==> src/rtl/boot_loader.sv <==
// Purpose: after reset (or a boot_req in DONE) write a fixed 5-word bootstrap image into RAM, then release the CPU at START_PC.
// Latency: SETTLE+1 cycles to the first write, at least 2 cycles per word, then one load_pc cycle before cpu_hold drops.
// Backpressure: a write is held with stable address/data until ram_ack; at most one write is outstanding, and there is no timeout.
//
// Ports:
//   clk, reset      single clock; asynchronous active-low reset
//   boot_req        one-cycle reload request, honoured only in DONE
//   ram_addr/_data  write address/data, valid while ram_wr=1
//   ram_wr/ram_ack  write request held until ram_ack is seen with ram_wr=1
//   cpu_hold        CPU halted while 1
//   load_pc         one-cycle pulse telling the CPU to load start_pc
//   start_pc        constant START_PC
//   busy            1 in every state except DONE
module boot_loader #(
    parameter logic [14:0] BASE_ADDR = 15'o07750,
    parameter logic [11:0] START_PC  = 12'o07750,
    parameter int unsigned SETTLE    = 3
) (
    input  logic        clk,
    input  logic        reset,
    input  logic        boot_req,
    output logic [14:0] ram_addr,
    output logic [11:0] ram_data,
    output logic        ram_wr,
    input  logic        ram_ack,
    output logic        cpu_hold,
    output logic        load_pc,
    output logic [11:0] start_pc,
    output logic        busy
);

    localparam logic [2:0] SETTLE_CNT = 3'(SETTLE);
    localparam logic [2:0] LAST_IDX   = 3'd4;

    typedef enum logic [2:0] {
        ST_SETTLE,
        ST_WRITE,
        ST_NEXT,
        ST_RELEASE,
        ST_DONE
    } state_t;

    state_t      state_q;
    logic [2:0]  cnt_q;
    logic [2:0]  idx_q;
    logic [2:0]  idx_d;
    logic [14:0] ram_addr_q;
    logic [11:0] ram_data_q;
    logic        ram_wr_q;
    logic        load_pc_q;
    logic        cpu_hold_q;
    logic        busy_q;

    // Bootstrap image, one 12-bit word per index.
    function automatic logic [11:0] image_word(input logic [2:0] i);
        logic [11:0] w;
        case (i)
            3'd0:    w = 12'o7600;
            3'd1:    w = 12'o6603;
            3'd2:    w = 12'o6622;
            3'd3:    w = 12'o5352;
            3'd4:    w = 12'o5752;
            default: w = 12'o0000;
        endcase
        return w;
    endfunction

    assign idx_d = idx_q + 3'd1;

    always_ff @(posedge clk or negedge reset) begin
        if (!reset) begin
            state_q    <= ST_SETTLE;
            cnt_q      <= SETTLE_CNT;
            idx_q      <= 3'd0;
            ram_wr_q   <= 1'b0;
            load_pc_q  <= 1'b0;
            cpu_hold_q <= 1'b1;
            busy_q     <= 1'b1;
            ram_addr_q <= BASE_ADDR;
            ram_data_q <= 12'o7600;
        end else begin
            // load_pc is only ever a single-cycle pulse.
            load_pc_q <= 1'b0;
            case (state_q)
                ST_SETTLE: begin
                    // Counter reads 0 on the cycle we leave, so SETTLE=0 spends one cycle here.
                    if (cnt_q == 3'd0) begin
                        state_q    <= ST_WRITE;
                        ram_wr_q   <= 1'b1;
                        ram_addr_q <= BASE_ADDR + {12'd0, idx_q};
                        ram_data_q <= image_word(idx_q);
                    end else begin
                        cnt_q <= cnt_q - 3'd1;
                    end
                end
                ST_WRITE: begin
                    // Address/data are untouched until the write is accepted.
                    if (ram_ack) begin
                        state_q  <= ST_NEXT;
                        ram_wr_q <= 1'b0;
                    end
                end
                ST_NEXT: begin
                    idx_q <= idx_d;
                    if (idx_q == LAST_IDX) begin
                        state_q   <= ST_RELEASE;
                        load_pc_q <= 1'b1;
                    end else begin
                        // 15-bit add wraps naturally past 77777.
                        state_q    <= ST_WRITE;
                        ram_wr_q   <= 1'b1;
                        ram_addr_q <= BASE_ADDR + {12'd0, idx_d};
                        ram_data_q <= image_word(idx_d);
                    end
                end
                ST_RELEASE: begin
                    state_q    <= ST_DONE;
                    cpu_hold_q <= 1'b0;
                    busy_q     <= 1'b0;
                end
                ST_DONE: begin
                    // Requests outside DONE are dropped, never remembered.
                    if (boot_req) begin
                        state_q    <= ST_SETTLE;
                        cnt_q      <= SETTLE_CNT;
                        idx_q      <= 3'd0;
                        cpu_hold_q <= 1'b1;
                        busy_q     <= 1'b1;
                        ram_addr_q <= BASE_ADDR;
                        ram_data_q <= 12'o7600;
                    end
                end
                default: begin
                    state_q    <= ST_SETTLE;
                    cnt_q      <= SETTLE_CNT;
                    idx_q      <= 3'd0;
                    ram_wr_q   <= 1'b0;
                    cpu_hold_q <= 1'b1;
                    busy_q     <= 1'b1;
                end
            endcase
        end
    end

    assign ram_addr = ram_addr_q;
    assign ram_data = ram_data_q;
    assign ram_wr   = ram_wr_q;
    assign load_pc  = load_pc_q;
    assign cpu_hold = cpu_hold_q;
    assign busy     = busy_q;
    assign start_pc = START_PC;

endmodule
==> config.mk <==
export PLATFORM = sky130hd
export DESIGN_NAME = boot_loader
export DESIGN_NICKNAME = d
export VERILOG_FILES = /design/src/rtl/boot_loader.sv
export SDC_FILE = /design/constraint.sdc
export NUM_CORES = 1
export LEC_CHECK = 0
export ABC_AREA = 0
export CELL_PAD_IN_SITES_DETAIL_PLACEMENT = 0
export CELL_PAD_IN_SITES_GLOBAL_PLACEMENT = 2
export CORE_MARGIN = 1.5
export CORE_UTILIZATION = 29
export CTS_CLUSTER_SIZE = 24
export DETAILED_ROUTE_END_ITERATION = 7
export PLACE_DENSITY_LB_ADDON = 0.3
export SLEW_MARGIN = 10
export SYNTH_ARGS = -nofsm -noshare
export SYNTH_HDL_FRONTEND = slang
export SYNTH_SLANG_ARGS = --single-unit
==> constraint.sdc <==
create_clock -name clk -period 2.8 [get_ports clk]
set_clock_uncertainty 0.1 [all_clocks]
set_input_delay 0.84 -clock clk [delete_from_list [all_inputs] [get_ports clk]]
set_output_delay 0.84 -clock clk [all_outputs]
set_load 0.1 [all_outputs]
### Word-level counts from Yosys, hierarchy flattened

Cells that the tools add are included.
W data, S select, Z words.

* word-level logic and storage cells: 75
* register bits: 39

* multiplexer cells: 27
* equal/unequal tests: 17
* reduce and logical (&&, ||, !) cells: 15
* bitwise gates (word level): 4
* add/sub/neg operators: 4

Operators with widths (number)
* $pmux W12 S5: 2
* $mux W15: 3
* $pmux W15 S3: 1
* $mux W12: 3
* $pmux W12 S3: 1
* $add A12 B3 Y13 const A: 2
* $eq A3 B2 Y1 const B: 6
* $pmux W3 S3: 2
* $mux W3: 5
* $pmux W3 S5: 1
* $logic_not A3 Y1: 4
* $ne A2 B2 Y1 const B: 5
* $eq A3 B1 Y1 const B: 3
* $eq A3 B3 Y1 const B: 3
* $reduce_or A3 Y1: 3
* $reduce_and A4 Y1: 2
* $mux W1: 6
* $reduce_and A3 Y1: 2
* $not A1 Y1: 4
* $pmux W1 S4: 1
* $reduce_and A2 Y1: 2
* $add A3 B1 Y3 const B: 1
* $pmux W1 S3: 1
* $reduce_bool A3 Y1: 1
* other kinds (3): 3

### Logic depth before layout (Yosys ltp)

* word-level depth: 5
* depth in mapped cells: 7
* mapped depth without buffers: 6

### Worst setup path before layout

No wires, ideal clock.

* path kind: register -> output
* start point: register, netlist name ram_data[6]
* end point: output port ram_data[5]
* stages on the path, launching flop included: 2
* required time: 1.860 ns
* path buffers: 1
* slack: 0.503 ns
* arrival time: 1.357 ns
* cell sequence: dfrtp_1 buf_4

RTL lines
* to (decl): line 23 `output logic [11:0] ram_data,`

### Worst setup path after layout

* start point: register idx_q[1]
* end point: register ram_data_q[0], in the netlist ram_data[0]

* longest elaborated chain between the ends: 5

Ends and longest elaborated chain
* from (decl): line 45 `logic [2:0] idx_q;`
* from (signal assigned): line 104 `idx_q <= idx_d;`
* $add A3 B1 Y3: line 68 `assign idx_d = idx_q + 3'd1;`
* $eq A3 B3 Y1 (tied with other cells): line 57 `case (i)`
* $pmux W12 S5: line 57
* $mux W12: line 105 `if (idx_q == LAST_IDX) begin`
* $pmux W12 S3: line 84 `case (state_q)`
* to (signal assigned): line 91 `ram_data_q <= image_word(idx_q);`
* to (signal assigned): line 113 `ram_data_q <= image_word(idx_d);`
* to (decl): line 48 `logic [11:0] ram_data_q;`

Parallel ways exist; a longest one is shown, timed or not. The select of a mux whose other input is x is not followed.
A chain may end at the register's enable or synchronous reset.

==> impl_metrics.toml <==
[grt]
antenna_found_initial = 0
grt_pass1_vias = 1412
grt_max_degree = 24
grtUsageTotal_pct = 14.10
grt_first_pass_wirelength_mm = 7.162
overflow = 0

[finish]
drive_above_1_share_pct = 21.97
area_growth_pct = 9.931
regArea_um2 = 584.3
diodes = 0
stdcell_count = 298
nets = 236
post-route-util_pct = 33.26
fillers = 673
multi_input_area_um2 = 983.4

[drt]
viasPerCell = 4.792
num_vias = 1428
drc = 0
wl_per_cell_um = 14.72
final_antenna_net_count = 0
routed_wl_mm = 4.387
dr.pass1.iters = 4
drt_iter0_drc = 95

[cts]
htreeDepth = 1
cts_buffer_depth = 2
cts_tree = "yes"
post-cts-setup-buffers = 0
clkSinkCount = 23
clock_latency_ns = 0.26
cts_made_buffers = 3
clockRootBuffer = "clkbuf_8"
cts_resized = 0
path_clk_slew_ns = 0.08
hold_buffers = 0

[worst_setup_path]
critPathRequiredTime_ns = 2.86
crit_type = "flip-flop to flip-flop"
cp_slowest_cell = "dfrtp_1"
crit_fanout = 10
reg2reg_from = "idx_q[1]"
r2r_slack_ns = 0.50
crit_path_end_kind = "flip-flop"
r2r_cells = 6
arrival_ns = 2.36
crit_chain = "inv_1 > ha_1 > and2_0 > nor4_4 > or2_1 > mux2_4"
start_kind = "flip-flop"
crit_path_start = "idx_q[1]"
slowest_delay_ns = 0.46

[status]
status = "complete, no violations"

[hold_path]
hp-start = "ram_data[10]"
hp-class = "flip-flop to flip-flop"
worstHoldPathCells = 2

[placed_design]
portBuffers = 21
dp_hpwl_mm = 3.228
dp.cells = 294
gp_congestion = 0.8247

[yosys]
synthCells = 205
synthArstFlopShare_pct = 100.0
yosys_most_used_dff = "dfrtp_1"
ys_ff_latch = 23
syn_avg_cell_area_um2 = 8.789
yosysUniqueCellTypes = 51
yosys_warnings = 0
synth_edf_count = 0
ys_seq_area_share_pct = 32.43
netlist_area_mm2 = 0.001802

[floorplan]
dieArea_mm2 = 0.006695
io_pins = 47
num_rows = 28
die_w_um = 81.82
core_area_mm2 = 0.005956
start_util_pct = 30.25
die_y_um = 81.82

[timing]
fmax_mhz = 434.9
max_slew_margin_pct = 58.68
period_share_pct = 82.11
rsz0062_at_grt = "false"
fin_tns_setup_ns = 0
worst_pin_slew_ns = 0.6185
fin_crit_ns = 2.299
slew_violations = 0
hold_viol = 0
final-setup-viol-count = 0

[flow_run]
maxCapViolCount = 0
[routing by layer]
layer	up-vias	global-route usage (%)	part of all wire, %
met2	27	24.59	49
met4	0	2.034	0.36
met3	2	2.667	3.1
met5	-	0	0
met1	699	18.36	48
li1	700	-	-
[through the flow]
step	hold WS, ns	area (um2)	worst slack (ns)
3_3_place_gp	0.3823	1936	0.2430
6_report	0.4037	1981	0.5008
3_5_place_dp	0.3929	1936	0.2274
4_1_cts	0.4067	1981	0.4752
2_1_floorplan	0.4444	1888	0.5027
5_1_grt	0.4212	1981	0.3138
[cells in the final DEF, fill, tap and decap left out, types with 2 or more instances in the layout]
cell             netlist  final
buf_4                 29     28
a22oi_1                2      2
clkbuf_8               0      3
nor3b_1                2      2
o21ai_0               15     15
nand2_1               11     11
and2_1                 2      2
nor3_1                11     11
or2_2                  3      3
a2111oi_0              2      2
mux2_4                 4      4
a21oi_1               12     12
o22ai_1                2      2
clkdlybuf4s50_1        0      3
ha_1                   8      8
dfstp_2                7      7
dfrtp_1               16     16
o21a_1                 4      4
inv_1                  9      9
o32a_1                 3      3
nor2_1                17     17
a31oi_1                3      3
a32o_1                 2      2
conb_1                 2     25
nor2b_1                5      5
[state kept, by name, indices dropped and copies added (netlist names)]
| signal | cells |
|---|---|
| state_q | 3 |
| cnt_q | 3 |
| load_pc | 1 |
| ram_addr | 3 |
| ram_data | 8 |
| busy | 1 |
| ram_wr | 1 |
| idx_q | 3 |
[critical path: cells and delay by family, from the launching register on]
| kind | cells | cell delay, ns |
|---|---|---|
| AND/OR/NAND/NOR | 3 | 0.92 |
| flip-flops | 1 | 0.46 |
| multiplexers | 1 | 0.34 |
| adder cells (fa/ha/maj) | 1 | 0.21 |
| buffers and inverters | 1 | 0.14 |
[cell usage after synthesis (all sizes together), types with 2 or more instances]
cell | number | share of area (%)
or2 | 4 | 1.4
conb | 2 | 0.42
nor3 | 11 | 3.1
o22ai | 2 | 0.69
a32o | 2 | 1.1
and2 | 3 | 1.0
a2111oi | 2 | 0.97
mux2 | 4 | 3.3
o21ai | 15 | 4.2
dfrtp | 16 | 22
a22oi | 2 | 0.83
ha | 8 | 5.6
o21a | 4 | 1.7
nor2 | 17 | 3.5
nor3b | 2 | 0.83
buf | 36 | 15
nor2b | 5 | 1.7
o32a | 3 | 1.7
inv | 9 | 1.9
a21oi | 13 | 4.2
or3b | 3 | 1.6
a31oi | 3 | 1.0
nand2 | 11 | 2.3
dfstp | 7 | 10
clkbuf | 4 | 0.90
[logic make-up (layout without fill, tap and decap cells)]
group,after synthesis,after routing,share of synthesized area [%]
simple gates,60,60,17.92
fa+ha+maj,8,8,5.556
other cells,2,25,0.4168
compound gates,56,56,21.04
buf+inv,49,44,17.78
flops,23,23,32.43
xor+xnor,2,2,0.9724
mux,5,5,3.889
[final timing paths]
kind	endpoint
hold reg to reg	ram_data[10]
min in group asynchronous	ram_data[4]
setup reg to reg	ram_data[0]
hold / removal	ram_data[10]
setup / recovery	ram_data[0]
max in group asynchronous	busy
[area by class of cell]
cell class              count  area share [%]
multi-input cells         156           49.65
repair buffers             31           12.13
clock buffers               4           2.274
inverters                   9           1.706
well taps                  75           4.738
flip-flops and latches     23           29.50
Power is not shown: default switching activity piles up to over one toggle a cycle in this logic, so the estimate is an artifact.
